$ cat src/rtl/dca_matrix_row_loader.sv
// Feeds the DCA matrix register: takes one load command, streams up to N rows
// into its row-move port, zero-pads to N rows, optionally pulses transpose, then done.
module dca_matrix_row_loader #(
  parameter int MATRIX_SIZE_PARA = 8,
  parameter int BW_TENSOR_SCALAR = 32,
  parameter int BW_TENSOR_ROW    = MATRIX_SIZE_PARA * BW_TENSOR_SCALAR,
  parameter int BW_ROW_COUNT     = $clog2(MATRIX_SIZE_PARA + 1)
) (
  input  logic                     clk,
  input  logic                     rstnn,
  input  logic                     cmd_valid,
  output logic                     cmd_ready,
  input  logic [BW_ROW_COUNT-1:0]  cmd_num_rows,
  input  logic                     cmd_transpose,
  input  logic                     sinput_valid,
  output logic                     sinput_ready,
  input  logic [BW_TENSOR_ROW-1:0] sinput_data,
  output logic                     move_wenable,
  output logic [BW_TENSOR_ROW-1:0] move_wdata_list,
  output logic                     transpose,
  output logic                     done,
  output logic                     busy
);

  typedef enum logic [2:0] {
    ST_IDLE   = 3'd0,
    ST_LOAD   = 3'd1,
    ST_PAD    = 3'd2,
    ST_XPOSE  = 3'd3,
    ST_FINISH = 3'd4
  } state_t;

  localparam logic [BW_ROW_COUNT-1:0] N_CNT   = BW_ROW_COUNT'(MATRIX_SIZE_PARA);
  localparam logic [BW_ROW_COUNT-1:0] CNT_ONE = BW_ROW_COUNT'(1);

  state_t                   state_q, state_d;
  logic [BW_ROW_COUNT-1:0]  row_cnt_q, row_cnt_d;
  logic [BW_ROW_COUNT-1:0]  rows_req_q, rows_req_d;
  logic                     xpose_req_q, xpose_req_d;
  logic                     move_wenable_q, move_wenable_d;
  logic [BW_TENSOR_ROW-1:0] move_wdata_q, move_wdata_d;
  logic                     transpose_q, transpose_d;
  logic                     done_q, done_d;

  logic [BW_ROW_COUNT-1:0]  rows_clamped_s;
  logic [BW_ROW_COUNT-1:0]  row_cnt_inc_s;

  assign rows_clamped_s = (cmd_num_rows > N_CNT) ? N_CNT : cmd_num_rows;
  assign row_cnt_inc_s  = row_cnt_q + CNT_ONE;

  // State, counters and registered outputs
  always_ff @(posedge clk or negedge rstnn) begin
    if (!rstnn) begin
      state_q        <= ST_IDLE;
      row_cnt_q      <= '0;
      rows_req_q     <= '0;
      xpose_req_q    <= 1'b0;
      move_wenable_q <= 1'b0;
      move_wdata_q   <= '0;
      transpose_q    <= 1'b0;
      done_q         <= 1'b0;
    end else begin
      state_q        <= state_d;
      row_cnt_q      <= row_cnt_d;
      rows_req_q     <= rows_req_d;
      xpose_req_q    <= xpose_req_d;
      move_wenable_q <= move_wenable_d;
      move_wdata_q   <= move_wdata_d;
      transpose_q    <= transpose_d;
      done_q         <= done_d;
    end
  end

  // Next-state and row bookkeeping
  always_comb begin
    state_d     = state_q;
    row_cnt_d   = row_cnt_q;
    rows_req_d  = rows_req_q;
    xpose_req_d = xpose_req_q;
    case (state_q)
      ST_IDLE: begin
        if (cmd_valid) begin
          rows_req_d  = rows_clamped_s;
          xpose_req_d = cmd_transpose;
          row_cnt_d   = '0;
          state_d     = (rows_clamped_s != '0) ? ST_LOAD : ST_PAD;
        end else begin
          state_d = ST_IDLE;
        end
      end
      ST_LOAD: begin
        if (sinput_valid) begin
          row_cnt_d = row_cnt_inc_s;
          if (row_cnt_inc_s == rows_req_q) begin
            if (rows_req_q < N_CNT) begin
              state_d = ST_PAD;
            end else begin
              state_d = xpose_req_q ? ST_XPOSE : ST_FINISH;
            end
          end else begin
            state_d = ST_LOAD;
          end
        end else begin
          state_d = ST_LOAD;
        end
      end
      ST_PAD: begin
        row_cnt_d = row_cnt_inc_s;
        if (row_cnt_inc_s == N_CNT) begin
          state_d = xpose_req_q ? ST_XPOSE : ST_FINISH;
        end else begin
          state_d = ST_PAD;
        end
      end
      ST_XPOSE:  state_d = ST_FINISH;
      ST_FINISH: state_d = ST_IDLE;
      default:   state_d = ST_IDLE;
    endcase
  end

  // Values loaded into the output registers; wdata holds when no row is written
  always_comb begin
    move_wenable_d = 1'b0;
    move_wdata_d   = move_wdata_q;
    transpose_d    = 1'b0;
    done_d         = 1'b0;
    case (state_q)
      ST_LOAD: begin
        if (sinput_valid) begin
          move_wenable_d = 1'b1;
          move_wdata_d   = sinput_data;
        end else begin
          move_wenable_d = 1'b0;
        end
      end
      ST_PAD: begin
        move_wenable_d = 1'b1;
        move_wdata_d   = '0;
      end
      ST_XPOSE:  transpose_d = 1'b1;
      ST_FINISH: done_d      = 1'b1;
      default:   move_wenable_d = 1'b0;
    endcase
  end

  assign cmd_ready       = (state_q == ST_IDLE);
  assign sinput_ready    = (state_q == ST_LOAD);
  assign busy            = (state_q != ST_IDLE);
  assign move_wenable    = move_wenable_q;
  assign move_wdata_list = move_wdata_q;
  assign transpose       = transpose_q;
  assign done            = done_q;

endmodule

$ cat config.mk
export PLATFORM = sky130hd
export DESIGN_NAME = dca_matrix_row_loader
export DESIGN_NICKNAME = d
export VERILOG_FILES = /design/src/rtl/dca_matrix_row_loader.sv
export SDC_FILE = /design/constraint.sdc
export NUM_CORES = 1
export LEC_CHECK = 0
export ABC_AREA = 1
export BUFFER_PORTS_ARGS = -buffer_cell sky130_fd_sc_hd__buf_2
export CAP_MARGIN = 20
export CORE_AREA = 2 2 204 206
export CTS_CLUSTER_SIZE = 12
export DETAILED_ROUTE_END_ITERATION = 6
export DIE_AREA = 0 0 206 208
export SLEW_MARGIN = 20
export SYNTH_ARGS = -nofsm -noshare
export SYNTH_HDL_FRONTEND = slang
export SYNTH_SLANG_ARGS = --single-unit
$ cat constraint.sdc
create_clock -name clk -period 1.95 [get_ports clk]
set_clock_uncertainty 0.15 [all_clocks]
set_input_delay 0.39 -clock clk [delete_from_list [all_inputs] [get_ports clk]]
set_output_delay 0.39 -clock clk [all_outputs]
set_load 0.01 [all_outputs]
# Word level (Yosys, flattened, before mapping)
# Index checks and enable logic that the tools add are counted.
[word_totals]
regBits = 271
inputBits = 265
output_inout_bits = 262
wordCells = 45
[classes]
addsub = 1
order_cmp = 2
eq_ne = 8
muxes = 18
reduce_logical = 8
[ops]
columns = ["cell", "count"]
rows = [
  ["$pmux W256 S2", 1],
  ["$mux W256", 1],
  ["$mux W3", 5],
  ["$mux W4", 3],
  ["$pmux W3 S4", 1],
  ["$pmux W4 S3", 1],
  ["$eq A3 B2 Y1 const B", 2],
  ["$reduce_bool A3 Y1", 2],
  ["$add A4 B1 Y4 const B", 1],
  ["$eq A4 B4 Y1", 1],
  ["$eq A4 B4 Y1 const B", 1],
  ["$gt A4 B4 Y1 const B", 1],
  ["$lt A4 B4 Y1 const B", 1],
  ["$mux W2", 2],
  ["$ne A2 B2 Y1 const B", 2],
  ["$reduce_and A2 Y1", 2],
  ["$reduce_bool A4 Y1", 1],
  ["$eq A3 B1 Y1 const B", 1],
  ["$eq A3 B3 Y1 const B", 1],
  ["$logic_not A3 Y1", 1],
  ["$mux W1", 3],
  ["$reduce_and A3 Y1", 1],
  ["$pmux W1 S2", 1],
  ["$reduce_bool A2 Y1", 1],
]

# Longest topological paths before layout
# Gate-level depths: netlist of the first run.
[logic_depth]
ltp_word = 6
depth_mapped = 9
depth_no_buf = 9

# Least setup slack after synthesis of the first run
# No wires, ideal clock.
[synth_path]
path_kind = "register -> register"
from = "reg state_q[2]"
to = "reg move_wdata_q[232], in the netlist move_wdata_list[232]"
setup_time_ps = 121
arrival_time_ps = 1323
t_required_ps = 1679
path_slack_ps = 356
path_stages_with_launch = 10
period_less_slack_ps = 1594
path_cell_list = "dfrtp_1 inv_2 nand2_1 nor2_4 nand2_2 nand2_4 inv_2 buf_6 buf_6 a22o_1"
[synth_between]
elab_chain_len = 3
[synth_lines]
columns = ["element", "line", "rtl"]
rows = [
  ["from (decl)", "36", "state_t state_q, state_d;"],
  ["from (signal assigned)", "63", "state_q <= state_d;"],
  ["$eq A3 B1 Y1 *", "-", ""],
  ["named net sinput_ready", "16", "output logic sinput_ready,"],
  ["$ne A2 B2 Y1 (no source line) or $reduce_bool A2 Y1 (tied branches)", "-", ""],
  ["$reduce_and A2 Y1 (no source line)", "-", ""],
  ["to (signal assigned)", "68", "move_wdata_q <= move_wdata_d;"],
  ["to (decl)", "41", "logic [BW_TENSOR_ROW-1:0] move_wdata_q, move_wdata_d;"],
]
# The timed path passes the listed nets; every way through them passes the cells marked *.
# A chain may end at the register's enable or synchronous reset.

# Final worst setup path of the first run
[layout_path]
from = "reg state_q[2]"
to = "out sinput_ready"
[layout_between]
elab_chain_len = 1
[layout_lines]
columns = ["element", "line", "rtl"]
rows = [
  ["$eq A3 B1 Y1", "147", "assign sinput_ready = (state_q == ST_LOAD);"],
  ["to (decl)", "16", ""],
]
# No other way between the ends.

==> out/qor.csv, run 1 <==
metric;value;unit
overflow;0;
cp_cell_sequence;inv_2 > nand2_2 > nor2_4 > buf_6;
maxSlewHeadroom;74.3;%
ys_seq_area_share;67.9;%
layout-drive-gt1-share;41.3;%
fp.dieArea;42800;sq um
synthDistinctLibCells;21;
nets;1760;
antennaDiodeCount;0;
syn-num-nets;952;
hold_path.class;input port to register;
r2r_start;state_q[2]$_DFF_PN0_;
synthCells;685;
htree_levels;1;
path_class;register to output port;
grt_util_all_layers;15.7;%
min_to;rows_req_q[2]$_DFFE_PN0P_;
rows;74;
min_path_cells;4;
endpoint_kind;output port;
cellPowerDensity;1530;nW/um^2
viasPerCell;4.57;
fmax;525;MHz
vias;9356;
min_from;cmd_num_rows[3];
cts_made_buffers;29;
cts_root_buf;clkbuf_16;
area_growth_syn_to_layout;69.2;%
fill_cells;3719;
fin_crit;1.90;ns
r2r_end;move_wdata_list[93]$_DFFE_PN0P_;
period_share;97.7;%
ir_worst_vdd;0.888;mV
fp.coreArea;40600;sq um
avgSynthCellArea;14.6;sq um
slew_viol_final;0;
post-route-util;41.7;%
slowest_stage;dfrtp_1;
cts.sinks;271;
setup_viol;0;
drc;0;
worst_slew_pin_slew;0.386;ns
place_congestion;0.868;
rsz0062_at_grt;yes;
cp-start-kind;register;
cp.required;1.41;ns
yosys_warnings;0;
routed_wl;35600;um
grt_pass1_vias;9813;
cp_slowest_stage_delay;0.41;ns
grt_pass1_wl;54000;um
drtPass1Iterations;5;
whs;0.0585;ns
die_h;208;um
ios;527;
cp.arrival;1.36;ns
dp_hpwl;23100;um
reg2reg_depth;9;
drt.antenna.violating_nets;0;
clk_pin_slew;0.06;ns
hold_violations;0;
status;complete, no violations;
portBuffers;526;
die_w;206;um
maxCapViolations;0;
crit_start;state_q[2]$_DFF_PN0_;
r2r_slack;0.08;ns
power_leakage;8.76;nW
grt_max_degree;67;
cp_max_fo;3;
synth-seq-cells;271;
wl_per_cell;17.4;um
grt_antenna_before_repair;0;
cts_buffer_depth;3;
drtIter0Drc;725;
clk_latency;0.54;ns
placed_cells;1731;
cts_tree;yes;
fin_cells;2046;
initial_core_util;24.6;%
syn_area;9980;sq um
-- worst max-delay path by stage --
stage / cells after the start / slack [ns] / endpoint
floorplan: 9 / 0.36 / move_wdata_list[232]$_DFFE_PN0P_
global placement: 9 / 0.18 / move_wdata_list[3]$_DFFE_PN0P_
detailed placement: 9 / 0.13 / move_wdata_list[33]$_DFFE_PN0P_
CTS: 4 / -0.02 / cmd_ready
global route: 4 / -0.01 / sinput_ready
finish: 4 / 0.05 / sinput_ready
-- layer usage --
| metal | vias to the layer above | wire length (um) | global-route usage (%) |
|---|---|---|---|
| met5 | - | 0 | 0 |
| met4 | 0 | 1310 | 6.58 |
| met3 | 84 | 2320 | 2.60 |
| met2 | 413 | 18000 | 27.8 |
| met1 | 4659 | 14000 | 18.7 |
| li1 | 4200 | - | - |
-- cells by family (layout without fill, tap and decap cells) --
family	Yosys count	count (layout)	share of synthesized area (%)
AO/OA/AOI/OAI	268	268	23.1
adder cells (fa/ha/maj)	2	2	0.251
flip-flops	271	271	67.9
buffers and inverters	82	911	5.95
AND/OR/NAND/NOR	62	62	2.76
-- worst max-delay path: cells and delay by family (launching register included) --
kind          cells  cell delay [ns]
flops             1             0.41
buf+inv           2             0.20
simple gates      2             0.21
-- what timing repair did --
action                                  CTS  global route
resized for setup                         1             5
endpoints found under the hold margin   493             0
buffers inserted                          1             1
pin swaps                                 1             3
endpoints found under the setup margin    2             3
hold buffers                            261             0
-- sequential cells by signal, summed over array words and instances, names as in the netlist --
name,cells
rows_req_q,4
row_cnt_q,4
xpose_req_q,1
move_wenable,1
state_q,3
transpose,1
done,1
move_wdata_list,256
-- stage by stage --
stage / cell area (sq um) / total power, mW / setup WS (ns) / TNS, ns
after floorplan: 9980 / 15.5 / 0.356 / 0
after global placement: 13300 / 19.7 / 0.178 / 0
after detailed placement: 13300 / 19.8 / 0.133 / 0
after CTS: 16900 / 25.8 / -0.0151 / -0.0151
after global routing: 16900 / 27.2 / -0.0128 / -0.0128
final: 16900 / 25.8 / 0.0454 / 0
-- where the power goes --
part           switching, mW  total, mW  internal (mW)
registers               1.65       9.95           8.29
logic                   5.42       10.5           5.07
clock network           2.17       5.37           3.20
total                   9.25       25.8           16.6
-- cells in the mapped netlist --
| cell | n | share of area [%] |
|---|---|---|
| dfrtp_1 | 271 | 68 |
| a22o_1 | 256 | 22 |
| nand2_1 | 33 | 1.2 |
| buf_6 | 26 | 2.9 |
| buf_4 | 22 | 1.7 |
| inv_1 | 21 | 0.79 |
| nor2_1 | 12 | 0.45 |
| buf_2 | 7 | 0.35 |
| nand3_1 | 7 | 0.35 |
| nand4_1 | 6 | 0.38 |
| o21ai_0 | 6 | 0.30 |
| inv_2 | 5 | 0.19 |
| o22ai_1 | 3 | 0.19 |
| a21oi_1 | 2 | 0.10 |
| ha_1 | 2 | 0.25 |
| clkbuf_1 | 1 | 0.038 |
| nand2_2 | 1 | 0.063 |
| nand2_4 | 1 | 0.11 |
| nor2_4 | 1 | 0.11 |
| nor3_1 | 1 | 0.050 |
| o21a_1 | 1 | 0.075 |
-- final cells by class --
cell class	instances	area (sq um)	share of cell area [%]
Clock buffer	48	887	5.25
Clock inverter	4	45.0	0.267
Inverter	26	108	0.637
Multi-Input combinational cell	332	2620	15.5
Sequential cell	271	6780	40.1
Tap cell	532	666	3.94
Timing Repair Buffer	833	5790	34.3
-- cell usage in the layout (no fill, tap or decap) --
cell           instances
buf_2                523
dfrtp_1              271
dlygate4sd3_1        261
a22o_1               256
buf_4                 32
nand2_1               31
clkbuf_16             29
inv_1                 20
buf_12                14
nor2_1                11
clkbuf_1              10
clkbuf_8               9
nand3_1                7
nand4_1                6
o21ai_0                6
inv_2                  4
nand2_2                3
o22ai_1                3
clkinv_2               3
inv_6                  2
a21oi_1                2
ha_1                   2
buf_6                  2
nor2_2                 1
nor2_4                 1
nand2_4                1
nor3_1                 1
o21a_1                 1
bufinv_16              1
buf_8                  1
Note: power is estimated with default switching activity, not from simulation.
==> inputs of run 2 (changes only) <==
ABC_AREA = unset   (was 1)
==> run 2 against run 1 <==
Effect of this change: the flow now finishes with violations (negative setup slack); final area grew 5.7%; global-route usage is essentially flat; total power grew 13%; clock power grew 0.9%; cell count grew 0.73%; worst setup slack lost 0.13 ns; wire length grew 13%; synthesized cell count shrank 3.8%; worst hold slack lost 0.017 ns; die area is the same; critical path type unchanged; largest power group unchanged; highest routed layer unchanged.
==> out/qor.csv, run 2 <==
metric;value;unit;change
placed_cells;1707;;-1.4%
final_common_cell;buf_2;;
cp.arrival;1.50;ns;+0.14 ns
initial_core_util;24.6;%;about the same
viasPerCell;4.73;;+3.3%
endpoint_kind;output port;;
post-place-ws;0.111;ns;-0.0214 ns
overflow;0;;unchanged
ys_seq_area_share;67.9;%;about the same
nets;1777;;+0.97%
layout-drive-gt1-share;44.3;%;+3.0 points
power_leakage;9.05;nW;+3.4%
cp-start-kind;register;;
place_congestion;0.798;;-8.1%
setup_viol;18;;+18
drc;0;;unchanged
clockPowerShare;18.6;%;-2.2 points
hold_violations;0;;unchanged
synth_top_area_share;67.9;%;about the same
worst_slew_pin_slew;0.488;ns;+0.103 ns
maxCapViolations;0;;unchanged
fmax;491;MHz;-6.5%
die_w;206;um;unchanged
ys_top_cells_by_area;dfrtp_1 68%, a22o_1 23%, buf_6 2.7%;;
synth_top_cell_by_area;dfrtp_1;;
rsz0062_at_grt;yes;;
fin_crit;2.04;ns;+0.133 ns
cts_root_buf;clkbuf_16;;
die_h;208;um;unchanged
maxSlewHeadroom;67.4;%;-6.8 points
power_frac_comb;46.7;%;+6.1 points
violations;negative setup slack;;
drtPass1Iterations;5;;unchanged
switchingPower;10.7;mW;+15%
yosys_warnings;0;;unchanged
dp_hpwl;22300;um;-3.7%
antennaDiodeCount;0;;unchanged
layout_setup_ws;-0.0879;ns;-0.133 ns
cts_buffer_depth;3;;unchanged
synthCells;659;;-3.8%
period_share;105;%;+6.8 points
synthTopCellsByCount;271 x dfrtp_1, 257 x a22o_1, 30 x buf_2, 24 x buf_6, 6 x inv_1;;
final_cell_area;17800;sq um;+5.7%
cts.sinks;271;;unchanged
place_area;13400;sq um;+0.61%
hold_path.class;input port to register;;
switching_share;36.6;%;+0.81 points
htree_levels;1;;unchanged
cp.required;1.41;ns;about the same
routed_wl;40300;um;+13%
ir_worst_vdd;0.774;mV;-13%
grt_pass1_vias;10049;;+2.4%
synth-seq-cells;271;;unchanged
fp.coreArea;40600;sq um;unchanged
avgSynthCellArea;15.2;sq um;+4.0%
synthDistinctLibCells;44;;+110%
cellPowerDensity;1630;nW/um^2;+6.8%
path_class;register to output port;;
ys.flop_type;dfrtp_1;;
cts_made_buffers;29;;unchanged
area_growth_syn_to_layout;78.6;%;
grt_antenna_before_repair;0;;unchanged
cts_tree;yes;;
pwr-share-seq;34.6;%;-3.9 points
fin_cells;2061;;+0.73%
grt_util_all_layers;15.7;%;-0.031 points
clk_latency;0.54;ns;about the same
cp_max_fo;4;;+1
slew_viol_final;0;;unchanged
syn_area;9990;sq um;about the same
largest_reg_flops;256;;unchanged
power_report.internal_total;18.4;mW;+11%
ys_async_sr_fraction;100;%;unchanged
wl_per_cell;19.5;um;+12%
vias;9740;;+4.1%
portBuffers;526;;unchanged
grt_max_degree;81;;+21%
fp.dieArea;42800;sq um;unchanged
grt_pass1_wl;54200;um;+0.42%
status;finished, violations left;;
layout_common_cells;524 x buf_2, 267 x dfrtp_1, 263 x dlygate4sd3_1;;
drt.antenna.violating_nets;0;;unchanged
total_power;29.1;mW;+13%
clk_pin_slew;0.06;ns;about the same
ios;527;;unchanged
rows;74;;unchanged
synth_edf_count;0;;unchanged
syn-num-nets;926;;-2.7%
synth_most_common_cell;dfrtp_1;;
drtIter0Drc;653;;-9.9%
## run 2: changes by cell type in the layout (fill, tap and decap cells not counted), sizes merged, moves of 4 or more
cell,delta
nand2,-29
inv,-19
nor2,-7
nand4,-5
xnor2,+4
nand3,-4
buf,+26
nand2b,+4
clkbuf,+14
## run 2: cell type report
class	instances	area, sq um
clock buffers	44	842
clock inverters	6	80.1
fillers	3528	22700
inverters	7	31.3
multi-input cells	322	2790
flip-flops and latches	271	6790
well taps	532	666
repair buffers	879	6650
## run 2: cell families (layout without fill, tap and decap cells)
logic type | after synthesis | after routing | share of synthesized area (%)
AO/OA/AOI/OAI | 277 | 277 | 23.9
adder cells (fa/ha/maj) | 2 | 2 | 0.250
AND/OR/NAND/NOR | 34 | 35 | 2.27
XOR/XNOR | 6 | 6 | 0.676
buffers and inverters | 67 | 936 | 4.81
flip-flops | 271 | 271 | 67.9
multiplexers | 2 | 2 | 0.225
## run 2: what timing repair did
item | CTS | global route
setup buffers | 5 | 14
endpoints found under the setup margin | 3 | 193
pin swaps | 2 | 33
gates resized for setup | 9 | 43
hold buffers | 263 | 0
endpoints found under the hold margin | 298 | 0
gates cloned | 0 | 24
## run 2: worst max-delay path: stages (launching register included)
cell and delay (ns):
dfrtp_2 0.45, buf_6 0.14, nor3b_4 0.20, buf_2 0.17
## run 2: routing by layer
metal | vias to the layer above | share of wire (%) | routed length (um) | track usage [%]
met1 | 4829 | 38 | 15400 | 18.4
met2 | 550 | 50 | 20200 | 27.3
met4 | 0 | 3.7 | 1500 | 7.09
met3 | 114 | 7.9 | 3170 | 3.18
met5 | - | 0 | 0 | 0
li1 | 4247 | - | - | -
## run 2: metrics by stage
step           hold WS, ns  setup TNS (ns)  utilization (%)
6_report            0.0418          -0.602             44.0
3_3_place_gp         0.211               0             33.0
4_1_cts            0.00213          -0.219             42.0
5_1_grt             0.0523           -2.55             44.0
3_5_place_dp         0.220               0             33.0
2_1_floorplan      -0.0556               0                -
## run 2: power groups by stage
stage | logic [mW] | registers [mW] | clock network, mW
floorplan | 5.12 | 11.0 | 0
global placement | 10.6 | 9.99 | 0
detailed placement | 10.8 | 9.86 | 0
CTS | 11.4 | 9.90 | 5.52
global route | 14.5 | 10.4 | 5.74
finish | 13.6 | 10.1 | 5.42
## run 2: final timing paths
| path | start | depth (start not counted) | endpoint | slack (ns) |
|---|---|---|---|---|
| setup / recovery | state_q[2]$_DFF_PN0_ | 3 | sinput_ready | -0.09 |
| hold / removal | sinput_valid | 3 | state_q[0]$_DFF_PN0_ | 0.04 |
| setup reg to reg | state_q[1]$_DFF_PN0_ | 8 | state_q[0]$_DFF_PN0_ | -0.05 |
| hold reg to reg | move_wdata_list[115]$_DFFE_PN0P_ | 1 | move_wdata_list[115]$_DFFE_PN0P_ | 0.34 |
| max in group asynchronous | rstnn | 3 | move_wdata_list[193]$_DFFE_PN0P_ | 0.83 |
| min in group asynchronous | rstnn | 2 | move_wdata_list[241]$_DFFE_PN0P_ | 0.23 |
